==> config.mk <==
export PLATFORM = sky130hd
export DESIGN_NAME = alu_op_sequencer
export DESIGN_NICKNAME = d
export VERILOG_FILES = /design/src/rtl/alu_op_sequencer.sv
export SDC_FILE = /design/constraint.sdc
export NUM_CORES = 1
export LEC_CHECK = 0
export ABC_AREA = 1
export CORE_MARGIN = 2
export CORE_UTILIZATION = 36
export DETAILED_ROUTE_END_ITERATION = 10
export PLACE_DENSITY = 0.79
export SLEW_MARGIN = 20
export SYNTH_ARGS = -nofsm -noshare
export SYNTH_HDL_FRONTEND = slang
export SYNTH_SLANG_ARGS = --single-unit
==> constraint.sdc <==
create_clock -name clk -period 1.4 [get_ports clk]
set_clock_uncertainty 0.05 [all_clocks]
set_input_delay 0.21 -clock clk [delete_from_list [all_inputs] [get_ports clk]]
set_output_delay 0.21 -clock clk [all_outputs]
set_load 0.05 [all_outputs]
==> src/rtl/alu_op_sequencer.sv <==
// alu_op_sequencer: single-outstanding command sequencer around an external ALU,
// waiting SETTLE_CYCLES after operand drive before capturing the result.
// Define ALU_SEQ_STATUS_ACCUM_EN to add sticky overflow status and a saturating overflow count.
module alu_op_sequencer #(
  parameter int unsigned SETTLE_CYCLES = 1
) (
  input  logic        clk,
  input  logic        rst,
`ifdef ALU_SEQ_STATUS_ACCUM_EN
  input  logic        status_clr,
  output logic        ovf_sticky,
  output logic [7:0]  ovf_count,
`endif
  input  logic        cmd_valid,
  output logic        cmd_ready,
  input  logic [15:0] cmd_a,
  input  logic [15:0] cmd_b,
  input  logic [3:0]  cmd_op,
  output logic [15:0] alu_a,
  output logic [15:0] alu_b,
  output logic [3:0]  alu_op,
  input  logic [15:0] alu_s,
  input  logic        alu_overflow,
  input  logic        alu_zero,
  output logic        rsp_valid,
  input  logic        rsp_ready,
  output logic [15:0] rsp_s,
  output logic        rsp_overflow,
  output logic        rsp_zero,
  output logic        busy
);

  typedef enum logic [1:0] {IDLE, WAIT, RESP} state_t;

  localparam logic [3:0] SETTLE_LD = 4'(SETTLE_CYCLES);

  state_t     state, state_nx;
  logic [3:0] cnt;
  logic       accept, capture;

  always_ff @(posedge clk) begin
    if (rst) state <= IDLE;
    else     state <= state_nx;
  end

  // cmd_ready is low in RESP even during the response handshake, so a new
  // command can only be taken the cycle after the sequencer returns to IDLE.
  always_comb begin
    state_nx  = state;
    cmd_ready = 1'b0;
    rsp_valid = 1'b0;
    busy      = 1'b1;
    accept    = 1'b0;
    capture   = 1'b0;
    case (state)
      IDLE: begin
        busy      = 1'b0;
        cmd_ready = 1'b1;
        if (cmd_valid) begin
          accept   = 1'b1;
          state_nx = WAIT;
        end
      end
      WAIT: begin
        if (cnt == 4'd1) begin
          capture  = 1'b1;
          state_nx = RESP;
        end
      end
      RESP: begin
        rsp_valid = 1'b1;
        if (rsp_ready) state_nx = IDLE;
      end
      default: state_nx = IDLE;
    endcase
  end

  always_ff @(posedge clk) begin
    if (rst) begin
      cnt          <= '0;
      alu_a        <= '0;
      alu_b        <= '0;
      alu_op       <= '0;
      rsp_s        <= '0;
      rsp_overflow <= 1'b0;
      rsp_zero     <= 1'b0;
    end else begin
      if (accept) begin
        alu_a  <= cmd_a;
        alu_b  <= cmd_b;
        alu_op <= cmd_op;
        cnt    <= SETTLE_LD;
      end else if (state == WAIT) begin
        cnt <= cnt - 4'd1;
      end
      if (capture) begin
        rsp_s        <= alu_s;
        rsp_overflow <= alu_overflow;
        rsp_zero     <= alu_zero;
      end
    end
  end

`ifdef ALU_SEQ_STATUS_ACCUM_EN
  logic ovf_hit;
  assign ovf_hit = rsp_valid && rsp_ready && rsp_overflow;

  always_ff @(posedge clk) begin
    if (rst || status_clr) begin
      ovf_sticky <= 1'b0;
      ovf_count  <= '0;
    end else if (ovf_hit) begin
      ovf_sticky <= 1'b1;
      if (ovf_count != '1) ovf_count <= ovf_count + 8'd1;
    end
  end
`endif

endmodule

# Yosys cells after proc, flatten, opt, wreduce, memory -nomap -nowiden
# Cells that the tools add are included.
word_totals:
  out_inout_bits: 57
  wordCells: 33
  input_bits: 58
  regBits: 60
op_classes:
  muxes: 13
  eq_ne: 6
  n_addsub: 1
  reduce_logical: 4
ops:
  columns: ["cell", "count"]
  rows:
  - ["2-to-1 mux 1 bit", 9]
  - ["2-to-1 mux 2 bit", 3]
  - ["inequality test 2 bit, second input constant", 3]
  - ["case mux 2 bit (3 select lines)", 1]
  - ["equality test 4 x 1 -> 1 bit, second input constant", 1]
  - ["subtractor 4 x 1 -> 4 bit, second input constant", 1]
  - ["AND reduction 3 bit", 1]
  - ["equality test 2 x 1 -> 1 bit, second input constant", 1]
  - ["equality test 2 bit, second input constant", 1]
  - ["zero test 2 bit", 1]
  - ["nonzero test 2 bit", 1]
  - ["OR reduction 2 bit", 1]

# Logic depth before layout (Yosys ltp)
# Gate-level depths: netlist of run 1.
depth:
  word_depth: 3
  depth_mapped: 7
  mapped_depth_nobuf: 6

# Worst setup path before layout of run 1
# OpenSTA, ideal clock, no wires.
synth_path:
  path_kind: "register to register"
  startpoint: "register state[1]"
  endpoint: "register state[1]"
  period_less_slack_ns: 1.565
  setup_slack_ns: -0.165
  required_ns: 1.280
  path_buffers: 0
  arrival_ns: 1.444
  setup_ns: 0.070
  stages_incl_launch_ff: 5
  cell_sequence: "dfxtp_1 > inv_1 > nor2_1 > nand2_1 > a21oi_1"
synth_between:
  elab_chain_cells: 3
  elab_cells_between_ends: 8
  cone_classes: "eq/ne (5); mux (1); reduce/logical (2)"
synth_lines:
  columns: ["item", "line_no", "text"]
  rows:
  - ["from (decl)", "37", "state_t state, state_nx;"]
  - ["from (signal assigned)", "43", "else state <= state_nx;"]
  - ["equality test 2 x 1 -> 1 bit (tied with other cells)", "55", "case (state)"]
  - ["inequality test 2 bit (no source line)", null, null]
  - ["AND reduction 3 bit (no source line)", null, null]
# Parallel ways exist; a longest one is shown, timed or not.
# A chain may end at the register's enable or synchronous reset.

# Worst setup path after layout of run 1
layout_path:
  startpoint: "register state[1]"
  endpoint: "output port busy"
layout_between:
  elab_chain_cells: 2
layout_lines:
  columns: ["item", "line_no", "text"]
  rows:
  - ["zero test 2 bit", "55", null]
  - ["2-to-1 mux 1 bit", "55", null]
  - ["to (decl)", "30", "output logic busy"]
# No other way between the ends.

==> impl_metrics.ini, run 1 <==
[pwr]
power.switching_mw = 1.71
combPwrFrac_pct = 35.9
power_mw = 5.08
leakage_nw = 1.89
switching_share_pct = 33.7
power.density_nw_per_um2 = 1160
ir_drop_uv = 945
pwr-share-clk_pct = 24.2
pwr-share-seq_pct = 39.8
internal_power_mw = 3.37

[synth]
yosys.area_share.xor_xnor_pct = 0
synthAdderAreaFrac_pct = 1.05
netlist_area_um2 = 2390
netlist.area_leader.share_pct = 50.3
netlist_top_cells_area = dfxtp_1 50%, nor2_1 18%, o21ai_0 5.7%
synth_area_leader_cell = dfxtp_1
synth_top_family_by_area = simple AND/OR/NAND/NOR gates
synth-seq-cells = 60
synthDistinctLibCells = 18
syn_inst = 325
synth_compound_area_share_pct = 8.18
synth_sequential_area_ratio_pct = 50.3
synth-simple-area-share_pct = 30.6
yosys_warnings = 0
muxShareOfSynthArea_pct = 0
syn_avg_cell_area_um2 = 7.34
syn_nets = 385

[run]
cap_violations = 0

[final_layout]
nNetsFinal = 500
fin_area_um2 = 4390
syn_to_final_growth_pct = 83.9
diodes = 0
utilization_pct = 68.7
drive_gt1_share_pct = 20.0

[worst_setup_path]
crit_chain = nor2_4 -> inv_2 -> buf_12
worstPathMaxFanout = 3
crit_path_max_incr_delay_ps = 360
critical_path.startpoint_type = flip-flop
cpMaxStageDelayCell = dfxtp_4
crit_family = flip-flops
cp.arrival_ps = 1070
path_buf_inv = 2
required_ps = 1140
endpoint_kind = output pin
path_class = flip-flop to output pin

[sta]
min_period_ps = 1330
max_freq_ghz = 0.749
layout_setup_ws_ps = 65.6
final-setup-viol-count = 0
slew-limit-headroom_pct = 85.0
finalCritPeriodShare_pct = 95.3
slew_violations = 0
hold_violations = 0
grt_setup_unrepaired = no
tns_ps = 0
worst_pin_slew_ps = 225

[place]
post-dp-hpwl_mm = 4.67
pre_cts_slack_ps = 33.0
gp_congestion = 0.736
place_area_um2 = 4230
io_buffers = 114

[clocking]
cts_max_path_buffers = 2
cts-root-buf = clkbuf_8
cts_tree = built
numCtsBuffers = 9
clkSinkCount = 60
path_clk_slew_ps = 60
postCtsHoldBufs = 0
h-tree-depth = 3
clock_latency_ps = 320
cts_setup_buffers = 0

[outcome]
status = complete, no violations

[die]
core_area_um2 = 6390
rows = 29
die_area_um2 = 7290
dieHeight_um = 85.4
ioPinCount = 115
start_util_pct = 37.4
die_w_um = 85.4

[grt]
grt_pass1_vias = 2361
grt_pass1_wl_mm = 10.4
grt_max_degree = 37
grt.overflow.total = 0
antenna_found_initial = 0
grtUsageTotal_pct = 17.7

[routing]
wl_mm = 6.22
first_pass_iters = 4
postRouteAntennaNets = 0
drt-wirelength-per-cell_um = 11.9
drt_iter0_markers = 100
viasPerCell = 4.64
route.detailed.drc = 0
vias = 2416

[worst_hold_path]
min_path_type = input port to flip-flop
[synthesized netlist by cell type (all sizes together)]
cell type and number:
inv 31, nand3 4, buf 14, ha 2, nand4 19, a21oi 2, clkbuf 6, o21ai 37
nor2 118, nand2 32, dfxtp 60
[layout by cell type (no fill, tap or decap)]
| cell type | count |
|---|---|
| o21ai_1 | 10 |
| buf_4 | 4 |
| inv_2 | 2 |
| buf_12 | 63 |
| inv_1 | 29 |
| clkbuf_1 | 3 |
| ha_1 | 2 |
| nor2_4 | 4 |
| nand4_1 | 19 |
| dfxtp_2 | 1 |
| dfxtp_4 | 1 |
| nand2_2 | 2 |
| nand2_1 | 30 |
| clkbuf_8 | 9 |
| nor2_1 | 114 |
| dfxtp_1 | 58 |
| nand3_1 | 4 |
| clkinv_2 | 3 |
| clkdlybuf4s50_1 | 57 |
| o21ai_0 | 27 |
| a21oi_1 | 2 |
[power groups by stage]
stage | Sequential (mW) | Clock [mW] | Combinational [mW]
after floorplan | 2.46 | 0 | 0.468
after global placement | 2.06 | 0 | 1.80
after detailed placement | 2.06 | 0 | 1.83
after CTS | 2.03 | 1.27 | 1.84
after global routing | 2.04 | 1.34 | 1.94
final | 2.02 | 1.23 | 1.82
[worst register-to-register path, delay by kind of cell, from the launching register on]
family                 cells  cell delay (ps)
AO/OA/AOI/OAI              1              200
buffers and inverters      1              170
flip-flops                 1              360
AND/OR/NAND/NOR            3              360
[sequential cells by signal, summed over array words and instances, names as in the netlist]
name,cells
alu_a,16
alu_b,16
alu_op,4
cnt,4
rsp_overflow,1
rsp_s,16
rsp_zero,1
state,2
[cell type report]
type / count / area, um^2
clock buffer: 12 / 135
clock inverter: 3 / 15.0
fill: 497 / 2000
inverter: 31 / 116
multi-input combinational: 214 / 957
sequential: 60 / 1210
tap: 77 / 96.3
timing repair buffer: 124 / 1860
[worst paths after layout]
check                               from       end  slack (ps)  cells past startpoint
worst max-delay path            state[1]      busy          70                      3
worst min-delay path            cmd_a[7]  alu_a[7]         440                      3
worst max register to register  state[1]  alu_b[0]         150                      5
worst min register to register  alu_b[1]  alu_b[1]         470                      2
[what timing repair did]
item,4_1_cts,5_1_grt
pin swaps,0,1
endpoints found under the setup margin,1,2
gates cloned,0,0
resized for setup,2,2
[per-layer routing]
metal	GRT usage [%]	wire, um
met1	18.2	2340
met2	31.6	3240
met4	7.94	109
met3	6.71	526
met5	0	0
[cells by family (layout without fill, tap and decap cells)]
group / count (synthesis) / after routing
AND/OR/NAND/NOR: 173 / 173
flip-flops: 60 / 60
AO/OA/AOI/OAI: 39 / 39
adder cells (fa/ha/maj): 2 / 2
buffers and inverters: 51 / 170
[metrics by stage]
stage / cells / hold slack (ps)
floorplan: 325 / 222
global placement: 506 / 442
detailed placement: 506 / 466
CTS: 521 / 423
global route: 521 / 472
finish: 521 / 443
Note: power is estimated with default switching activity, not from simulation.
==> inputs of run 2 (changes only) <==
--- a/config.mk
+++ b/config.mk
@@ -6,9 +6,8 @@
 export NUM_CORES = 1
 export LEC_CHECK = 0
-export ABC_AREA = 1
 export CORE_MARGIN = 2
 export CORE_UTILIZATION = 36
 export DETAILED_ROUTE_END_ITERATION = 10
-export PLACE_DENSITY = 0.79
+export PLACE_DENSITY = 0.8
 export SLEW_MARGIN = 20
 export SYNTH_ARGS = -nofsm -noshare
--- a/constraint.sdc
+++ b/constraint.sdc
@@ -3,3 +3,3 @@
 set_input_delay 0.21 -clock clk [delete_from_list [all_inputs] [get_ports clk]]
 set_output_delay 0.21 -clock clk [all_outputs]
-set_load 0.05 [all_outputs]
+set_load 0.02 [all_outputs]
==> impl_metrics.ini, run 2 <==
[clocking]
cts-root-buf = clkbuf_8
h-tree-depth = 3
clock_latency_ps = 320
numCtsBuffers = 9
clkSinkCount = 60
postCtsHoldBufs = 0
cts_tree = built
path_clk_slew_ps = 70
cts_max_path_buffers = 2

[die]
ioPinCount = 115
core_area_um2 = 6310
die_w_um = 84.6
start_util_pct = 37.0
die_area_um2 = 7160
dieHeight_um = 84.6
rows = 29

[final_layout]
num-fill-cells = 521
fin_area_um2 = 4100
reg_top3 = alu_a x16, alu_b x16, rsp_s x16
mostFrequentLayoutCells = 56 x dfxtp_1, 56 x clkdlybuf4s50_1, 54 x dlygate4sd2_1, 39 x nor2_1, 33 x mux2i_1
diodes = 0
syn_to_final_growth_pct = 75.2
nNetsFinal = 432
drive_gt1_share_pct = 23.1

[synth]
synthDistinctLibCells = 29
syn_avg_cell_area_um2 = 9.91
synth_sequential_area_ratio_pct = 51.4
syn_inst = 236
synth_edf_count = 0
netlist.area_leader.share_pct = 51.4
synth_area_leader_cell = dfxtp_1
syn_nets = 296
netlist_area_um2 = 2340
yosysMostFrequentCell = dfxtp_1
synth_commonest_cells = 60 x dfxtp_1, 39 x nor2_1, 36 x mux2i_1, 21 x a21oi_1, 18 x nand4_1
netlist_top_cells_area = dfxtp_1 51%, mux2i_1 15%, nor2_1 6.3%
async_reset_ff_share_pct = 0
synth-seq-cells = 60
yosys_warnings = 0
ys.flop_type = dfxtp_1

[routing]
viasPerCell = 4.95
drt_iter0_markers = 50
drt-wirelength-per-cell_um = 14.7
wl_mm = 6.65
postRouteAntennaNets = 0
vias = 2244
route.detailed.drc = 0
first_pass_iters = 4

[worst_setup_path]
endpoint_kind = flip-flop
worstPathMaxFanout = 5
required_ps = 1550
critical_path.startpoint_type = flip-flop
path_class = flip-flop to flip-flop
cp.arrival_ps = 1610

[grt]
grt_pass1_wl_mm = 10.5
grt.overflow.total = 0
grt_pass1_vias = 2236
antenna_found_initial = 0
grtUsageTotal_pct = 18.1
grt_max_degree = 31

[outcome]
status = finished, violations left
violations = negative setup slack

[pwr]
leakage_nw = 1.81
ir_drop_uv = 951
power.density_nw_per_um2 = 1190

[sta]
final-setup-viol-count = 49
grt_setup_unrepaired = yes
finalCritPeriodShare_pct = 104
max_freq_ghz = 0.687
tns_ps = -992
layout_setup_ws_ps = -54.9
holdWs_ps = 106
slew_violations = 0
hold_violations = 0
worst_pin_slew_ps = 297
slew-limit-headroom_pct = 80.2
min_period_ps = 1450

[run]
cap_violations = 0

[worst_hold_path]
min_path_type = input port to flip-flop

[place]
io_buffers = 114
gp_congestion = 0.720
place_area_um2 = 3670
pre_cts_slack_ps = -304
post-dp-hpwl_mm = 4.48
==> run 2: changes by cell type after synthesis, moves of 3 or more <==
cell and delta:
a21oi_1 +19, buf_4 -3, buf_8 +3, inv_1 -26
mux2i_1 +36, nand2_1 -30, nand3_1 -3, nor2_1 -76
nor2_4 -3, o21ai_0 -19
==> run 2: final cells by class <==
class / count / area (um^2) / area share [%]
Multi-Input combinational cell: 151 / 1110 / 27.1
Clock buffer: 11 / 151 / 3.69
Timing Repair Buffer: 146 / 1440 / 35.1
Sequential cell: 60 / 1210 / 29.6
Clock inverter: 4 / 72.6 / 1.77
Tap cell: 77 / 96.3 / 2.35
Inverter: 4 / 15.0 / 0.366
==> run 2: worst paths after layout <==
kind         startpoint        to  slack, ps  cells past startpoint
min                 rst    cnt[1]        110                      2
min reg2reg    rsp_s[3]  rsp_s[3]        410                      2
max              cnt[1]  rsp_s[1]        -50                      6
max reg2reg      cnt[1]  rsp_s[1]        -50                      6
==> run 2: cells by family (layout without fill, tap and decap cells) <==
kind of cell	count (synthesis)	after routing	share of synthesized area (%)
buffers and inverters	25	165	6.85
and+or+nand+nor	69	69	14.9
adders and majority gates	2	2	1.07
AOI/OAI and AO/OA	42	42	9.68
muxes	36	36	15.4
DFF	60	60	51.4
xor gates and xnor gates	2	2	0.749
==> run 2: what timing repair did <==
| action | 4_1_cts | 5_1_grt |
|---|---|---|
| buffers inserted | 2 | 0 |
| resized for setup | 97 | 19 |
| cloned | 3 | 2 |
| pin swaps | 21 | 9 |
| setup endpoints to repair | 114 | 62 |
==> run 2: routing by layer <==
metal	up-vias	track usage (%)	share of wire, %
met5	-	0	0
met4	0	7.94	1.4
met2	86	30.1	50
met3	8	5.80	7.1
li1	1097	-	-
met1	1053	21.4	42
==> run 2: report_power, final <==
group	total (mW)	switching (mW)	internal, mW
combinational	1.25	0.615	0.631
clock	1.74	0.651	1.09
sequential	1.90	0.0701	1.83
==> run 2: worst max-delay path: stages (launching register included) <==
cell and delay [ps]:
dfxtp_2 320, inv_2 70, ha_4 120, or3b_4 410
buf_6 160, o21ai_4 130, a21oi_2 70
==> run 2: metrics by stage <==
stage	util, %	instances	power [mW]
floorplan	-	236	2.53
global route	64.9	453	5.10
detailed placement	58.1	431	3.06
global placement	58.1	431	3.04
CTS	63.4	451	4.87
finish	64.9	453	4.88
==> inputs of run 3 (changes only) <==
Settings changed: CORE_ASPECT_RATIO from default to 1.25, CORE_UTILIZATION 36 to 43, PLACE_DENSITY 0.8 to 0.89.
Clock period 1.4 ns to 1.8 ns, I/O delays scaled along.
==> impl_metrics.ini, run 3 (same netlist as run 2, synthesis figures left out) <==
[outcome]
status = complete, no violations

[sta]
worst_pin_slew_ps = 619
layout_setup_ws_ps = 189
tns_ps = 0
grt_setup_unrepaired = no
holdWs_ps = 393
min_period_ps = 1610
slew_violations = 0
finalCritPeriodShare_pct = 89.5
hold_violations = 0
slew-limit-headroom_pct = 58.7
max_freq_ghz = 0.621
final-setup-viol-count = 0

[worst_hold_path]
min_path_type = input port to flip-flop

[worst_setup_path]
crit_path_max_incr_delay_ps = 610
critical_path.startpoint_type = flip-flop
path_class = flip-flop to output pin
path_buf_inv = 1
cp.arrival_ps = 1290
required_ps = 1480
worstPathMaxFanout = 2
cpMaxStageDelayCell = clkdlybuf4s50_1
endpoint_kind = output pin
crit_chain = clkdlybuf4s50_1
crit_family = buffers and inverters

[final_layout]
final_common_cell = clkdlybuf4s50_1
syn_to_final_growth_pct = 57.7
nNetsFinal = 410
final_cells = 419
diodes = 0
drive_gt1_share_pct = 9.01
mostFrequentLayoutCells = 110 x clkdlybuf4s50_1, 58 x dfxtp_1, 39 x nor2_1, 36 x mux2i_1, 21 x a21oi_1
reg_top3 = alu_a x16, alu_b x16, rsp_s x16

[grt]
grt_pass1_wl_mm = 9.65
antenna_found_initial = 0
grt.overflow.total = 0
grt_max_degree = 35
grtUsageTotal_pct = 20.0
grt_pass1_vias = 2107

[run]
cap_violations = 0

[routing]
postRouteAntennaNets = 0
vias = 2100
wl_mm = 5.85
route.detailed.drc = 0
viasPerCell = 5.01
first_pass_iters = 4
drt_iter0_markers = 88
drt-wirelength-per-cell_um = 14.0

[place]
io_buffers = 114
pre_cts_slack_ps = 50.9
place_inst = 403
gp_congestion = 0.736
post-dp-hpwl_mm = 4.17

[die]
core_area_um2 = 5330
rows = 30
die_w_um = 70.0
dieHeight_um = 86.5
ioPinCount = 115
start_util_pct = 43.9
die_area_um2 = 6050

[clocking]
cts_setup_buffers = 0
clkSinkCount = 60
cts_tree = built
h-tree-depth = 3
cts-root-buf = clkbuf_8
clock_latency_ps = 320
path_clk_slew_ps = 70
numCtsBuffers = 9
cts_max_path_buffers = 2

[pwr]
ir_drop_uv = 676
switching_share_pct = 28.5
internal_power_mw = 2.36
power.switching_uw = 938
pwr-share-seq_pct = 44.9
pwr-share-clk_pct = 30.8
leakage_nw = 1.43
combPwrFrac_pct = 24.2
power.density_nw_per_um2 = 893
run 3: routing by layer:
layer,track usage [%],share of wire [%],vias to the layer above
li1,-,-,1052
met1,24.0,43,961
met2,32.9,48,81
met3,7.79,7.7,6
met4,6.64,1.0,0
met5,0,0,-
run 3: what timing repair did:
| item | 4_1_cts | 5_1_grt |
|---|---|---|
| hold buffers | 0 | 0 |
| resized for setup | 3 | 3 |
| gates cloned | 0 | 0 |
| endpoints found under the setup margin | 3 | 19 |
| pin swaps | 0 | 0 |
run 3: layout make-up:
type                    instances  area (um^2)
flip-flops and latches         60         1200
inverters                       4         15.0
repair buffers                124         1240
fillers                       426         1640
clock buffers                  11          141
well taps                      64         80.1
multi-input cells             151          980
clock inverters                 5         27.5
run 3: worst paths after layout:
kind,start,to,slack [ps],cells after the start
setup / recovery,alu_b[7],alu_b[7],190,1
hold / removal,rst,alu_b[11],390,2
setup reg to reg,cnt[0],rsp_s[2],200,4
hold reg to reg,rsp_s[7],rsp_s[7],430,2
run 3: power by group through the flow:
stage / Clock [mW] / Combinational, mW / Sequential (mW)
finish: 1.02 / 0.798 / 1.48
global route: 1.13 / 0.860 / 1.49
CTS: 1.05 / 0.800 / 1.48
detailed placement: 0 / 0.798 / 1.51
global placement: 0 / 0.783 / 1.50
floorplan: 0 / 0.360 / 1.59
run 3: per-stage QoR:
step           instance area, um^2  total power [mW]  utilization [%]
6_report                      3690              3.29             69.2
5_1_grt                       3690              3.48             69.2
4_1_cts                       3680              3.33             69.0
3_5_place_dp                  3510              2.30             65.8
3_3_place_gp                  3510              2.29             65.8
2_1_floorplan                 2340              1.95                -
